==> src/rtl/irq_pkg.sv <==
// Shared constants and helpers for the interrupt controller slice.
package irq_pkg;

    localparam int unsigned NSRC = 8;
    localparam logic [7:0] VECTOR_NONE = 8'h80;

    typedef enum logic [2:0] {
        IRQ_STATUS  = 3'd0,
        IRQ_PENDING = 3'd1,
        IRQ_ENABLE  = 3'd2,
        IRQ_MODE    = 3'd3,
        IRQ_VECTOR  = 3'd4,
        IRQ_NMICTL  = 3'd5,
        IRQ_SWSET   = 3'd6,
        IRQ_RSVD    = 3'd7
    } irq_reg_e;

    // Index of the lowest set bit, or VECTOR_NONE when nothing is set.
    function automatic logic [7:0] lowest_set(input logic [NSRC-1:0] v);
        logic [7:0] r;
        r = VECTOR_NONE;
        for (int unsigned i = 0; i < NSRC; i++) begin
            if (v[i] && r == VECTOR_NONE) r = 8'(i);
        end
        return r;
    endfunction

endpackage

==> src/rtl/irq_ctl_if.sv <==
// CPU bus seen by the interrupt controller: address/write strobe in, registered read data out.
interface irq_ctl_if;
    logic [15:0] AD;
    logic [7:0]  DO;
    logic        WE;
    logic [7:0]  rd_data;
    logic        rd_hit;

    modport master (output AD, output DO, output WE, input rd_data, input rd_hit);
    modport slave  (input AD, input DO, input WE, output rd_data, output rd_hit);
endinterface

==> src/rtl/irq_sync.sv <==
// Multi-flop synchroniser for asynchronous inputs with a configurable reset value.
module irq_sync #(
    parameter int unsigned WIDTH   = 1,
    parameter int unsigned STAGES  = 2,
    parameter logic        RST_VAL = 1'b0
) (
    input  logic             clk,
    input  logic             rst,
    input  logic [WIDTH-1:0] d,
    output logic [WIDTH-1:0] q
);

    logic [WIDTH-1:0] ff [STAGES];

    always_ff @(posedge clk or posedge rst) begin
        if (rst) begin
            for (int unsigned i = 0; i < STAGES; i++) ff[i] <= {WIDTH{RST_VAL}};
        end else begin
            ff[0] <= d;
            for (int unsigned i = 1; i < STAGES; i++) ff[i] <= ff[i-1];
        end
    end

    assign q = ff[STAGES-1];

endmodule

==> src/rtl/irq_ctl.sv <==
// Memory-mapped interrupt controller: synchronises 8 sources plus NMI, latches/masks them,
// and drives registered IRQ/NMI into the cpu core.
module irq_ctl
    import irq_pkg::*;
#(
    parameter logic [15:0] BASE        = 16'hFE00,
    parameter int unsigned SYNC_STAGES = 2
) (
    input  logic            clk,
    input  logic            RST,
    irq_ctl_if.slave        bus,
    input  logic [NSRC-1:0] src,
    input  logic            nmi_n,
    output logic            IRQ,
    output logic            NMI
);

    logic [NSRC-1:0] s, s_d;
    logic            ns, ns_d;
    logic [NSRC-1:0] pend_q, enable_q, mode_q;
    logic            nmi_en_q, nmi_pend_q;

    logic            hit, wr, rd;
    irq_reg_e        off;
    logic [NSRC-1:0] eff_pend, status, edge_set, sw_set, pend_clr;
    logic            nmi_clr, nmi_fall;
    logic [7:0]      rd_mux;

    irq_sync #(.WIDTH(NSRC), .STAGES(SYNC_STAGES), .RST_VAL(1'b0)) u_src_sync (
        .clk (clk),
        .rst (RST),
        .d   (src),
        .q   (s)
    );

    irq_sync #(.WIDTH(1), .STAGES(SYNC_STAGES), .RST_VAL(1'b1)) u_nmi_sync (
        .clk (clk),
        .rst (RST),
        .d   (nmi_n),
        .q   (ns)
    );

    always_comb begin
        hit      = (bus.AD[15:3] == BASE[15:3]);
        off      = irq_reg_e'(bus.AD[2:0]);
        wr       = hit & bus.WE;
        rd       = hit & ~bus.WE;
        sw_set   = (wr && off == IRQ_SWSET)   ? bus.DO : '0;
        pend_clr = (wr && off == IRQ_PENDING) ? bus.DO : '0;
        nmi_clr  = wr && off == IRQ_NMICTL && bus.DO[1];
        edge_set = s & ~s_d & mode_q;
        nmi_fall = ns_d & ~ns;
        // Level sources bypass pend_q so a W1C cannot hide an input that is still high.
        eff_pend = pend_q | (~mode_q & s);
        status   = eff_pend & enable_q;
        rd_mux   = '0;
        case (off)
            IRQ_STATUS:  rd_mux = status;
            IRQ_PENDING: rd_mux = eff_pend;
            IRQ_ENABLE:  rd_mux = enable_q;
            IRQ_MODE:    rd_mux = mode_q;
            IRQ_VECTOR:  rd_mux = lowest_set(status);
            IRQ_NMICTL:  rd_mux = {6'b0, nmi_pend_q, nmi_en_q};
            default:     rd_mux = '0;
        endcase
    end

    always_ff @(posedge clk or posedge RST) begin
        if (RST) begin
            s_d         <= '0;
            ns_d        <= 1'b1;
            pend_q      <= '0;
            enable_q    <= '0;
            mode_q      <= '0;
            nmi_en_q    <= 1'b0;
            nmi_pend_q  <= 1'b0;
            IRQ         <= 1'b0;
            NMI         <= 1'b0;
            bus.rd_data <= '0;
            bus.rd_hit  <= 1'b0;
        end else begin
            s_d        <= s;
            ns_d       <= ns;
            // Clear applied before set so a coincident edge is never lost.
            pend_q     <= (pend_q & ~pend_clr) | edge_set | sw_set;
            nmi_pend_q <= (nmi_pend_q & ~nmi_clr) | nmi_fall;
            if (wr) begin
                case (off)
                    IRQ_ENABLE: enable_q <= bus.DO;
                    IRQ_MODE:   mode_q   <= bus.DO;
                    IRQ_NMICTL: nmi_en_q <= bus.DO[0];
                    default:    ;
                endcase
            end
            IRQ        <= |status;
            NMI        <= nmi_pend_q & nmi_en_q;
            bus.rd_hit <= rd;
            if (rd) bus.rd_data <= rd_mux;
        end
    end

endmodule
==> src/flat_wrapper.sv <==
// flat-port wrapper written by rule: the top's interface ports become plain ports
module irq_ctl_flat import irq_pkg::*;
#(
    parameter logic [15:0] BASE        = 16'hFE00,
    parameter int unsigned SYNC_STAGES = 2
)
  (clk, RST, src, nmi_n, IRQ, NMI, bus_AD, bus_DO, bus_WE, bus_rd_data, bus_rd_hit);
  irq_ctl_if bus_i ();
  input  logic clk;
  input  logic RST;
  input  logic [NSRC-1:0] src;
  input  logic nmi_n;
  output logic IRQ;
  output logic NMI;
  input wire logic [$bits(bus_i.AD)-1:0] bus_AD;
  input wire logic [$bits(bus_i.DO)-1:0] bus_DO;
  input wire logic [$bits(bus_i.WE)-1:0] bus_WE;
  output wire logic [$bits(bus_i.rd_data)-1:0] bus_rd_data;
  output wire logic [$bits(bus_i.rd_hit)-1:0] bus_rd_hit;
  assign bus_i.AD = bus_AD;
  assign bus_i.DO = bus_DO;
  assign bus_i.WE = bus_WE;
  assign bus_rd_data = bus_i.rd_data;
  assign bus_rd_hit = bus_i.rd_hit;
  irq_ctl #(.BASE(BASE), .SYNC_STAGES(SYNC_STAGES)) u_core (.clk(clk), .RST(RST), .bus(bus_i), .src(src), .nmi_n(nmi_n), .IRQ(IRQ), .NMI(NMI));
endmodule
==> config.mk <==
export PLATFORM = sky130hd
export DESIGN_NAME = irq_ctl_flat
export DESIGN_NICKNAME = d
export VERILOG_FILES = /design/src/rtl/irq_pkg.sv /design/src/rtl/irq_ctl_if.sv /design/src/rtl/irq_sync.sv /design/src/rtl/irq_ctl.sv /design/src/flat_wrapper.sv
export SDC_FILE = /design/constraint.sdc
export NUM_CORES = 1
export LEC_CHECK = 0
export ABC_AREA = 1
export BUFFER_PORTS_ARGS = -buffer_cell sky130_fd_sc_hd__buf_2
export CORE_UTILIZATION = 60
export CTS_CLUSTER_DIAMETER = 200
export DETAILED_ROUTE_END_ITERATION = 7
export GPL_ROUTABILITY_DRIVEN = 0
export PLACE_DENSITY = 0.84
export SLEW_MARGIN = 20
export SYNTH_ARGS = -nofsm -noshare
export SYNTH_HDL_FRONTEND = slang
export SYNTH_SLANG_ARGS = --single-unit
==> constraint.sdc <==
create_clock -name clk -period 4.1 [get_ports clk]
set_clock_uncertainty 0.05 [all_clocks]
set_input_delay 0.205 -clock clk [delete_from_list [all_inputs] [get_ports clk]]
set_output_delay 0.205 -clock clk [all_outputs]
set_load 0.05 [all_outputs]
After elaboration in Yosys (flattened, before gate mapping)
Index checks and enable logic that the tools add are counted.
{"block": "op_classes", "n_eq_ne": 14, "mux": 18, "n_div": 0, "magnitude_cmp": 0, "shifts": 0, "n_reduce_logical": 16, "n_addsub": 0, "bitwise": 20, "mul": 0}
{"operator": "2-to-1 mux 8 bit", "n": 17}
{"operator": "equality test 8 bit, second input constant", "n": 7}
{"operator": "case mux 8 bit (6 select lines)", "n": 1}
{"operator": "AND 8 bit", "n": 5}
{"operator": "inverter 8 bit", "n": 3}
{"operator": "bitwise OR 8 bit", "n": 3}
{"operator": "equality test 13 bit, second input constant", "n": 1}
{"operator": "logical AND 1 bit", "n": 11}
{"operator": "equality test 3 bit, second input constant", "n": 3}
{"operator": "OR reduction 8 bit", "n": 1}
{"operator": "equality test 3 x 2 -> 1 bit, second input constant", "n": 2}
{"operator": "AND reduction 2 bit", "n": 3}
{"operator": "AND 1 bit", "n": 5}
{"operator": "equality test 3 x 1 -> 1 bit, second input constant", "n": 1}
{"operator": "logical NOT 3 bit", "n": 1}
{"operator": "inverter 1 bit", "n": 3}
{"operator": "bitwise OR 1 bit", "n": 1}
{"block": "word_totals", "memories": 0, "word_cells": 83, "out_inout_bits": 11, "mem_bits_ro": 0, "latch_bits": 0, "mem_bits_rw": 0, "register_bits": 64}

Logic depth before layout (Yosys ltp)
{"block": "logic_depth", "word_depth": 34, "ltp_mapped": 13, "ltp_nobuf": 13}

Cells and area by module
A second synthesis with hierarchy kept.
{"block": "hier_totals", "hier_cells": 330, "area_unflattened_um2": 2884.0}
{"module": "irq_ctl", "seq_area_each_um2": 1152.4, "n_inst": 1, "area_per_inst_um2": 2363.5, "cells_each": 302}
{"module": "irq_sync at u_core.u_src_sync", "seq_area_each_um2": 400.4, "n_inst": 1, "area_per_inst_um2": 464.2, "cells_each": 25}
{"module": "irq_sync at u_core.u_nmi_sync", "seq_area_each_um2": 52.6, "n_inst": 1, "area_per_inst_um2": 56.3, "cells_each": 3}

Worst setup path before layout
Ideal clock, no wire load.
{"block": "synth_path", "kind": "register -> register", "start": "reg u_core.mode_q[1]", "end": "reg u_core.bus.rd_data[0]", "path_slack_ps": 2816, "period_less_slack_ps": 1284, "path_buffers": 0, "path_stages_with_launch": 13, "arrival_time_ps": 1169, "setup_time_ps": 66, "t_required_ps": 3984, "cell_sequence": "dfrtp_1 inv_1 nand2_1 nand2_1 nand2_1 nand2_1 nor2_2 nand3_1 nand3_1 nand2_1 nand2_1 nand2_1 nand2_1"}
{"block": "synth_between", "elab_chain_cells": 31}
{"item": "from (decl)", "line": "irq_ctl.sv:20", "source": "logic [NSRC-1:0] pend_q, enable_q, mode_q;"}
{"item": "from (signal assigned)", "line": "irq_ctl.sv:90", "source": "IRQ_MODE: mode_q <= bus.DO;"}
{"item": "inverter 8 bit (*)", "line": "irq_ctl.sv:54", "source": "eff_pend = pend_q | (~mode_q & s);"}
{"item": "AND 8 bit (*)", "line": "irq_ctl.sv:54"}
{"item": "bitwise OR 8 bit (*)", "line": "irq_ctl.sv:54"}
{"item": "AND 8 bit (*)", "line": "irq_ctl.sv:55", "source": "status = eff_pend & enable_q;"}
{"item": "logical AND 1 bit (*)", "line": "irq_pkg.sv:23", "source": "if (v[i] && r == VECTOR_NONE) r = 8'(i);"}
{"item": "2-to-1 mux 8 bit (*)", "line": "irq_pkg.sv:23"}
{"item": "2-to-1 mux 8 bit (*)", "line": "irq_ctl.sv:57", "source": "case (off)"}
{"item": "equality test 8 bit", "line": "irq_pkg.sv:23"}
{"item": "[15 not listed]"}
{"item": "equality test 8 bit", "line": "irq_pkg.sv:23"}
{"item": "logical AND 1 bit", "line": "irq_pkg.sv:23"}
{"item": "2-to-1 mux 8 bit (*)", "line": "irq_pkg.sv:23"}
{"item": "2-to-1 mux 8 bit (*)", "line": "irq_ctl.sv:57"}
{"item": "equality test 8 bit", "line": "irq_pkg.sv:23"}
{"item": "logical AND 1 bit", "line": "irq_pkg.sv:23"}
{"item": "2-to-1 mux 8 bit (*)", "line": "irq_pkg.sv:23"}
{"item": "case mux 8 bit (6 select lines) (*)", "line": "irq_ctl.sv:57"}
{"item": "to (signal assigned)", "line": "irq_ctl.sv:98", "source": "if (rd) bus.rd_data <= rd_mux;"}
{"item": "to (decl)", "line": "irq_ctl_if.sv:10", "source": "modport slave (input AD, input DO, input WE, output rd_data, output rd_hit);"}
Mark *: on every way between the ends. The rest lies on a longest branch, timed or not. The select of a mux whose other input is x is not followed.
A chain may end at the register's enable or synchronous reset.

Worst setup path after layout
Ends and elaborated chain as after synthesis.

==> results.ini <==
[run_status]
outcome = complete, but fails checks
violations = design-rule violations

[clocking]
cts_made_buffers = 9
cts_buffer_depth = 2
cts_tree = yes
htreeDepth = 3
post_cts_buffers = 0
clk_latency_ns = 0.34
path_clk_slew_ns = 0.08
cts_root_buf = clkbuf_8
clock-sinks = 64

[synthesis]
syn_inst = 326
netlist.area_leader.share = 0.531
synth_cell_types = 32
synth_top_family_by_area = simple AND/OR/NAND/NOR gates
ys.flop_type = dfrtp_1
synth_seq_cells = 64
synth_xor_area_frac = 0
synth-edff-count = 0
muxShareOfSynthArea = 0
synth_compound_area_frac = 0.101
synth.avg_cell_area_um2 = 8.82
synthSimpleGateAreaFrac = 0.273
synth.most_common_cell = nand2_1
yosysSeqAreaShare = 0.558
syn_area_um2 = 2880
yosysWarnings = 0
synth_area_leaders = dfrtp_1, nand2_1, inv_1
synth_top_cell_by_area = dfrtp_1
synth_commonest_cells = nand2_1, dfrtp_1, inv_1
synth_nets = 362
synthAdderAreaFrac = 0
synthArstFlopShare = 1.00

[timing]
setup_tns_ns = 0
slew_violations = 0
max_slew.worst_pin.slew_ns = 0.768
rsz0062_at_grt = false
period_share = 0.380
hold_viol_final = 0
fmax_mhz = 643
final.min_clock_period_ns = 1.56
setup_violations = 0
slew_headroom = 0.488

[finish]
syn2layout_area_growth_pct = 20.5
nets = 427
antennaDiodeCount = 0
fin_area_um2 = 3470
final_cells = 448
drive_gt1_frac = 0.237
utilization = 0.775

[min_path]
worstHoldPathType = in -> async

[worst_setup_path]
cp-start-kind = flip-flop
crit_top_cell = nand2_1
critPathLaunch = u_core.mode_q[1]
crit_slowest_cell = dfrtp_1
path_class = reg -> reg
cp_num_cells = 12
critPathTopFamily = simple AND/OR/NAND/NOR gates
cp_cell_sequence = inv_1 > nand2_1 > nand2_1 > nand2_1 > nand2_1 > nor2_2 > nand3_1 > nand3_1 > nand2_1 > nand2_1 > nand2_1 > nand2_1
cp-end-kind = flip-flop
ff2ff_path_depth = 12
r2r-start = u_core.mode_q[1]
critical-path-max-stage-delay_ns = 0.38
cp_max_fo = 6
r2r-end = u_core.bus.rd_data[0]
rrSetupSlack_ns = 2.54
crit_path_end = u_core.bus.rd_data[0]
arrival_ns = 1.79
crit_buf_inv = 1
critPathRequiredTime_ns = 4.34

[pwr]
clockPowerShare = 0.449
p_seq_frac = 0.493
intPower_mw = 1.02
power_mw = 1.32
switching_share = 0.232
p_leak_nw = 1.88
ir_worst_vdd_mv = 0.376
netSwitchingPower_uw = 307
power.share.combinational = 0.059
power-per-cell-area_nw_per_um2 = 382

[detailed_routing]
antenna_left = 0
vias_per_cell = 5.36
dr.first_iter.drc_count = 169
drcViolationCount = 3
wire_per_inst_um = 13.3
vias = 2402
firstDrtPassIters = 6
finalWirelength_um = 5970

[global_route]
grt_pass1_wl_um = 9960
grt_pass1_vias = 2216
grt_usage = 0.263
grt-ovfl-total = 0
grt_max_degree = 65
antenna_found_initial = 0

[floorplan]
core_um2 = 4470
fp.dieW_um = 71.2
start_util = 0.643
die_area_um2 = 5070
ios = 47
rows = 24
fp.dieH_um = 71.2

[job]
drv_cap = 0

[placed_design]
dpl_cell_area_um2 = 3160
placed_cells = 423
numPortBuffers = 46
detailed_place_hpwl_um = 4270

==> tightest hold or removal path: cells and delay by family <==
family                 cells  cell delay, ns
buffers and inverters      3            0.72
==> registers in the layout, summed over array words and instances (netlist names), 8 cells and up <==
signal	flops
u_core.mode_q	8
u_core.pend_q	8
u_core.enable_q	8
u_core.s_d	8
u_core.bus.rd_data	8
u_core.u_src_sync.ff	8
u_core.u_src_sync.q	8
==> layer usage <==
metal | wire length [um] | vias up | track usage | part of all wire
li1 | - | 1180 | - | -
met1 | 2630 | 1129 | 0.335 | 0.44
met2 | 2880 | 80 | 0.422 | 0.48
met3 | 339 | 13 | 0.0816 | 0.057
met4 | 115 | 0 | 0.109 | 0.019
met5 | 0 | - | 0 | 0
==> cell families after synthesis <==
group,Yosys count
simple gates,169
flops,64
compound gates,45
buf+inv,48
==> power by group through the flow <==
| stage | clock network, mW | registers, mW | logic (mW) |
|---|---|---|---|
| global placement | 0 | 0.663 | 0.0694 |
| floorplan | 0 | 0.663 | 0.0361 |
| CTS | 0.600 | 0.652 | 0.0778 |
| global route | 0.631 | 0.653 | 0.0880 |
| finish | 0.594 | 0.652 | 0.0775 |
| detailed placement | 0 | 0.664 | 0.0712 |
==> timing repair <==
item / CTS / global route
endpoints found under the hold margin: 9 / 0
hold buffers: 9 / 0
resized for setup: 0 / 0
==> worst min-delay path by stage <==
| stage | slack (ns) | cells after the start | start | endpoint |
|---|---|---|---|---|
| after floorplan | 0.16 | 0 | nmi_n | u_core.u_nmi_sync.ff[1] |
| after global placement | 0.26 | 1 | nmi_n | u_core.u_nmi_sync.ff[1] |
| after detailed placement | 0.26 | 1 | src[1] | u_core.u_src_sync.ff[9] |
| after CTS | 0.05 | 3 | RST | u_core.enable_q[1] |
| after global routing | 0.08 | 3 | bus_DO[2] | u_core.mode_q[2] |
| final | 0.02 | 3 | RST | u_core.u_src_sync.q[7] |
==> area by class of cell <==
| class | instances | area (um^2) |
|---|---|---|
| Inverter | 46 | 173 |
| Fill cell | 287 | 1010 |
| Multi-Input combinational cell | 214 | 1070 |
| Sequential cell | 64 | 1610 |
| Tap cell | 52 | 65.1 |
| Clock buffer | 9 | 124 |
| Timing Repair Buffer | 56 | 328 |
| Clock inverter | 7 | 96.3 |
==> through the flow <==
stage | hold WS, ns | worst slack [ns]
after floorplan | 0.159 | 2.25
after global placement | 0.259 | 2.53
after detailed placement | 0.264 | 2.46
after CTS | 0.0517 | 2.57
after global routing | 0.0783 | 2.35
final | 0.0238 | 2.54
==> placed cells by master (no fill, tap or decap), types with 4 or more instances in the layout <==
master         synthesis  routed
o211ai_1               8       8
o21ai_2                4       4
o21ai_0               11      11
inv_2                  5       6
clkbuf_8               0       9
dlygate4sd3_1          0       9
o21ai_1               10      10
nor2_1                 9       9
dfrtp_1               61      61
nand2_2                4       4
inv_1                 41      40
buf_2                  0      46
nand2_1              116     116
nand3_1               21      21
Power figures use the tool's default switching activity.
